`src/rtl/alu_pipe.sv`:
```
// alu_pipe: two-stage fixed-point ALU with MAC accumulator, post-shift and valid/ready backpressure
// Ports: clk, rst (sync, active-high); op1_i/op2_i signed operands, mode_i op select, valid_i/ready_o input
// handshake; res_o/ovf_o registered result and overflow flag, valid_o/ready_i output handshake.
// Optional build macro ALU_SAT_EN: clamp res_o on overflow instead of wrapping.
module alu_pipe #(
  parameter int Win   = 16,
  parameter int Wout  = 32,
  parameter int Wacc  = 40,
  parameter int SHIFT = 0
) (
  input  logic            clk,
  input  logic            rst,
  input  logic [Win-1:0]  op1_i,
  input  logic [Win-1:0]  op2_i,
  input  logic [2:0]      mode_i,
  input  logic            valid_i,
  output logic            ready_o,
  output logic [Wout-1:0] res_o,
  output logic            valid_o,
  input  logic            ready_i,
  output logic            ovf_o
);
  typedef enum logic [2:0] {IDLE, ADD, MULT, SUB, MAC, ACC_CLR, ACC_LD, RSVD} mode_t;
  // one guard bit above the widest of accumulator/result so the range test sees the true sign
  localparam int EW = (Wacc > Wout ? Wacc : Wout) + 1;
  logic                   adv;
  logic [Win-1:0]         s1_op1, s1_op2;
  mode_t                  s1_mode;
  logic                   s1_valid;
  logic [Wacc-1:0]        acc, acc_nxt;
  logic [2*Win-1:0]       p;
  logic signed [EW-1:0]   o1, o2, pe, v, s;
  logic                   ovf;
  logic [Wout-1:0]        res;
  assign adv     = ~valid_o | ready_i;
  assign ready_o = adv;
  always_comb begin
    o1 = {{(EW-Win){s1_op1[Win-1]}}, s1_op1};
    o2 = {{(EW-Win){s1_op2[Win-1]}}, s1_op2};
    // low 2*Win bits of the product of sign-extended operands equal the signed product
    p  = {{Win{s1_op1[Win-1]}}, s1_op1} * {{Win{s1_op2[Win-1]}}, s1_op2};
    pe = {{(EW-2*Win){p[2*Win-1]}}, p};
    acc_nxt = s1_mode == MAC     ? acc + pe[Wacc-1:0] :
              s1_mode == ACC_CLR ? '0 :
              s1_mode == ACC_LD  ? o1[Wacc-1:0] : acc;
    v = s1_mode == ADD  ? o1 + o2 :
        s1_mode == MULT ? pe :
        s1_mode == SUB  ? o1 - o2 :
        (s1_mode == MAC || s1_mode == ACC_LD) ? {{(EW-Wacc){acc_nxt[Wacc-1]}}, acc_nxt} : '0;
    s = v >>> SHIFT;
    // fits Wout iff every bit from the result sign bit upward agrees
    ovf = |s[EW-1:Wout-1] & ~&s[EW-1:Wout-1];
`ifdef ALU_SAT_EN
    res = ovf ? (s[EW-1] ? {1'b1, {(Wout-1){1'b0}}} : {1'b0, {(Wout-1){1'b1}}}) : s[Wout-1:0];
`else
    res = s[Wout-1:0];
`endif
  end
  always_ff @(posedge clk) begin
    if (rst) begin
      s1_valid <= 1'b0;
      s1_mode  <= IDLE;
      s1_op1   <= '0;
      s1_op2   <= '0;
      acc      <= '0;
      res_o    <= '0;
      valid_o  <= 1'b0;
      ovf_o    <= 1'b0;
    end else if (adv) begin
      s1_valid <= valid_i;
      s1_mode  <= mode_t'(mode_i);
      s1_op1   <= op1_i;
      s1_op2   <= op2_i;
      valid_o  <= s1_valid;
      if (s1_valid) begin
        acc   <= acc_nxt;
        res_o <= res;
        ovf_o <= ovf;
      end
    end
  end
endmodule

```
`config.mk`:
```
export PLATFORM = sky130hd
export DESIGN_NAME = alu_pipe
export DESIGN_NICKNAME = d
export VERILOG_FILES = /design/src/rtl/alu_pipe.sv
export SDC_FILE = /design/constraint.sdc
export NUM_CORES = 1
export LEC_CHECK = 0
export ABC_CLOCK_PERIOD_IN_PS = 11200
export CORE_MARGIN = 4
export CORE_UTILIZATION = 64
export DETAILED_ROUTE_END_ITERATION = 16
export PLACE_DENSITY = 0.85
export SLEW_MARGIN = 40
export SYNTH_ARGS = -nofsm -noshare
export SYNTH_HDL_FRONTEND = slang
export SYNTH_SLANG_ARGS = --single-unit
```
`constraint.sdc`:
```
create_clock -name clk -period 11.2 [get_ports clk]
set_input_delay 2.24 -clock clk [delete_from_list [all_inputs] [get_ports clk]]
set_output_delay 2.24 -clock clk [all_outputs]
set_load 0.1 [all_outputs]
```
# --- After elaboration in Yosys (flattened, before gate mapping) ---
# Cells that the tools add are included.
totals:
  regBits: 110
  inputBits: 39
  out_inout_bits: 35
  word_cells: 33
classes:
  n_addsub: 3
  mul: 1
  n_eq_ne: 6
  n_mux: 7
  bitwise_logic: 3
  reduce_logical: 5
op_table:
  columns: ["operator", "n"]
  rows:
  - ["two-way mux 41 bit", 4]
  - ["two-way mux 40 bit", 3]
  - ["adder 40 bit", 1]
  - ["multiplier 16 x 16 -> 32 bit", 1]
  - ["adder 16 x 16 -> 17 bit", 1]
  - ["subtractor 16 x 16 -> 17 bit", 1]
  - ["AND reduction 10 bit", 1]
  - ["OR reduction 10 bit", 1]
  - ["equality test 3 bit, second input constant", 3]
  - ["equality test 3 x 2 -> 1 bit, second input constant", 2]
  - ["equality test 3 x 1 -> 1 bit, second input constant", 1]
  - ["AND reduction 2 bit", 1]
  - ["AND 1 bit", 1]
  - ["zero test 1 bit", 1]
  - ["logical OR 1 bit", 1]
  - ["NOT 1 bit", 1]
  - ["OR 1 bit", 1]

# --- Longest topological paths before layout ---
# Gate-level depths: netlist (run 1).
depth:
  word_depth: 11
  mapped_depth: 37

# --- Least setup slack after synthesis (run 1) ---
# Ideal clock, no wire load.
synth_path:
  path_type: "register -> register"
  start: "register s1_op1[15]"
  end: "register ovf_o"
  t_arrival_ns: 8.439
  t_required_ns: 11.070
  path_slack_ns: 2.631
  path_stages_with_launch: 33
  path_buffers: 2
  path_cell_list: "dfxtp_1 > clkbuf_1 > nand2_1 > inv_1 > fa_1 > fa_1 > fa_1 > fa_1 > fa_1 > inv_1 > fa_1 > inv_1 > ha_1 > a21o_1 > a21o_1 > a221oi_2 > inv_1 > o21a_1 > o31a_1 > nor2_2 > xor2_1 > ha_1 > clkbuf_1 > nand2_1 > o21ai_0 > a31oi_1 > o21ai_1 > a211oi_2 > xnor3_1 > xor2_1 > a221o_1 > nor4_1 > a311oi_1"
synth_via:
  elab_chain_len: 10
synth_lines:
  columns: ["item", "line", "source"]
  rows:
  - ["from (decl)", "27", "logic [Win-1:0] s1_op1, s1_op2;"]
  - ["from (signal assigned)", "72", "s1_op1 <= op1_i;"]
  - ["multiplier 16 x 16 -> 32 bit / two-way mux 40 bit (equally long branches)", "41, 45", null]
  - ["adder 40 bit / two-way mux 40 bit (equally long branches)", "43, 44", null]
  - ["two-way mux 40 bit", "43", "acc_nxt = s1_mode == MAC ? acc + pe[Wacc-1:0] :"]
  - ["two-way mux 41 bit", "49", "(s1_mode == MAC || s1_mode == ACC_LD) ? {{(EW-Wacc){acc_nxt[Wacc-1]}}, acc_nxt} : '0;"]
  - ["two-way mux 41 bit", "48", "s1_mode == SUB ? o1 - o2 :"]
  - ["two-way mux 41 bit", "47", "s1_mode == MULT ? pe :"]
  - ["two-way mux 41 bit *", "46", "v = s1_mode == ADD ? o1 + o2 :"]
  - ["AND reduction 10 bit", "52", "ovf = |s[EW-1:Wout-1] & ~&s[EW-1:Wout-1];"]
  - ["zero test 1 bit", "52", null]
  - ["AND 1 bit *", "52", null]
  - ["to (signal assigned)", "78", "ovf_o <= ovf;"]
  - ["to (decl)", "21", "output logic ovf_o"]
# Every way passes the cells marked *; elsewhere a longest branch is shown, timed or not.
# A chain may end at the register's enable or synchronous reset.

# --- Worst setup path in the final report (run 1) ---
# Same ends and word-level chain as after synthesis.

==> results of run 1 <==
logic make-up (layout without fill, tap and decap cells):
family	count (synthesis)	after routing	share of synthesized area [%]
flops	110	110	12.2
compound gates	423	423	15.1
buf+inv	432	438	9.16
fa+ha+maj	420	420	40.1
mux	8	8	0.443
simple gates	746	746	18.9
xor+xnor	84	84	4.15
state kept, by name, summed over array words and instances, names as in the netlist:
register and count:
acc 40, res_o 32, s1_op1 16, s1_op2 16
s1_mode 3, ovf_o 1, s1_valid 1, valid_o 1
worst register-to-register path: cells and delay by family, from the launching register on:
family / cells / cell delay [ps]
adders and majority gates: 8 / 4330
AOI/OAI and AO/OA: 12 / 2410
xor gates and xnor gates: 3 / 1090
DFF: 1 / 780
and+or+nand+nor: 3 / 730
buffers and inverters: 4 / 410
layout make-up:
cell class                 count  area share (%)
tap                          378            2.47
clock inverter                 6           0.483
sequential                   110            11.5
inverter                     328            6.42
multi-input combinational   1681            74.2
timing repair buffer          94            3.70
clock buffer                  10            1.25
stage by stage:
stage / instance area (sq um) / total power, mW
CTS: 19200 / 3.13
global placement: 19000 / 2.70
global route: 19200 / 3.41
finish: 19200 / 3.16
floorplan: 18100 / 2.19
detailed placement: 18800 / 2.73
metal layers:
metal / GRT usage [%] / vias to the layer above / routed length, microns
met1: 44.2 / 7777 / 20300
li1: - / 7173 / -
met5: 0 / - / 0
met2: 58.4 / 852 / 25000
met3: 5.48 / 244 / 4190
met4: 19.4 / 0 / 3440
worst paths after layout:
check / startpoint / end / depth (start not counted)
worst max-delay path: s1_op1[15]$_SDFFE_PP0N_ / ovf_o$_SDFFE_PP0P_ / 30
worst min-delay path: acc[12]$_SDFFE_PP0P_ / acc[12]$_SDFFE_PP0P_ / 2
worst max register to register: s1_op1[15]$_SDFFE_PP0N_ / ovf_o$_SDFFE_PP0P_ / 30
worst min register to register: acc[12]$_SDFFE_PP0P_ / acc[12]$_SDFFE_PP0P_ / 2
power by group:
part           leakage [nW]  total (mW)  switching (mW)  internal (mW)
registers             0.904       0.463          0.0486          0.414
logic                  8.21        2.31            1.42          0.886
clock network         0.161       0.385           0.180          0.205
total                  9.27        3.16            1.65           1.51
synthesized netlist by cell type (all sizes together), types with 27 or more instances:
cell,count,area (sq um)
a21oi,169,857
nand2,280,1050
nor2,206,776
xnor2,55,482
nor3,39,195
dfxtp,110,2200
inv,327,1230
o21ai,72,360
a21o,27,203
ha,155,1940
xor2,28,245
clkbuf,88,332
fa,265,5310
and2,105,658
==> results.json, run 1 <==
{
  "status": "finished clean",
  "port_buffers": 73,
  "worst-endpoint-arrival_ps": 10110,
  "tightest_slew_ps": 891,
  "chipHeight_microns": 176,
  "layout_commonest_cell": "inv_1",
  "drt_drc_violations_left": 0,
  "overflow": 0,
  "wl_per_cell_microns": 20.3,
  "num_rows": 61,
  "grt_max_degree": 63,
  "clk_latency_ps": 390,
  "hold_buffers": 0,
  "maxSlewViolCount": 0,
  "vias": 16046,
  "cp_max_fo": 18,
  "maxCapViolations": 0,
  "synthArstFlopShare_pct": 0,
  "drt_iter0_markers": 1628,
  "grt_pass1_vias": 16733,
  "finalWorstSetupSlack_ps": 1320,
  "root_buffer": "clkbuf_16",
  "postCtsResizedCells": 0,
  "critPathBufInv": 4,
  "clockBufferDepth": 2,
  "seq_area_frac_synth_pct": 12.2,
  "firstDrtPassIters": 6,
  "start_kind": "flip-flop",
  "max_clock_freq_mhz": 101,
  "finalSetupViolCount": 0,
  "cts_tree": "yes",
  "fin_crit_ps": 9880,
  "initial_core_util_pct": 65.0,
  "synth.cell_area_sq_um": 18100,
  "required_ps": 11440,
  "route.final.wire_length_microns": 53000,
  "antenna_found_initial": 0,
  "cts_made_buffers": 9,
  "multiInputGateArea_sq_um": 14200,
  "clock-sinks": 110,
  "path_class": "reg2reg",
  "hold_path_class": "reg2reg",
  "clock_skew_ps": 18.1,
  "ant_nets": 0,
  "rsz0062_at_grt": "no",
  "seqCellArea_sq_um": 2210,
  "area.growth.synth_to_final_pct": 6.18,
  "gp_congestion": 0.993,
  "grt_pass1_wl_microns": 86400,
  "fin_crit_sh_pct": 88.2,
  "synth_seq_cells": 110,
  "synthFlopType": "dfxtp_1",
  "final_util_pct": 69.1,
  "postCtsSetupBuffers": 0,
  "ir_drop_v": 0.000177,
  "ys.warnings.count": 0,
  "hpwl_microns": 41000,
  "max_stage_delay_ps": 960,
  "core-area_sq_um": 27800,
  "power.density_nw_per_um2": 165,
  "leakagePower_nw": 9.27,
  "io_pins": 74,
  "die_x_microns": 176,
  "gr-usage-all-layers_pct": 35.2,
  "fillCellCount": 2293,
  "antennaDiodeCount": 0,
  "timing.hold.ws_ps": 467,
  "synthCells": 2223,
  "slowest_stage": "fa_1",
  "final_cell_mix": "inv_1, nand2_1, fa_1",
  "cts_htree_levels": 3,
  "dp.cells": 2591,
  "post-place-ws_ps": 1440,
  "final_nets": 2683,
  "tns_ps": 0,
  "syn_nets": 2682,
  "avgSynthCellArea_sq_um": 8.13,
  "end_kind": "flip-flop",
  "reg2reg_slack_ps": 1320,
  "clk_pin_slew_ps": 90,
  "slew_headroom_pct": 39.1,
  "timing.critical_path.mode_cell": "fa_1",
  "fp.dieArea_sq_um": 31000,
  "synth-edff-count": 0,
  "crit_family": "adder cells",
  "via_per_inst": 6.15,
  "drive_above_1_share_pct": 4.71,
  "yosysUniqueCellTypes": 80,
  "finalNonFillerCells": 2607,
  "hold_violations": 0
}
No activity file was read; power rests on OpenSTA's default activity.
==> run 2: changes to the inputs <==
Settings changed: ABC_AREA from default to 0.
==> results of run 2 <==
The final DEF is identical to that of run 1; final timing and power are the same.
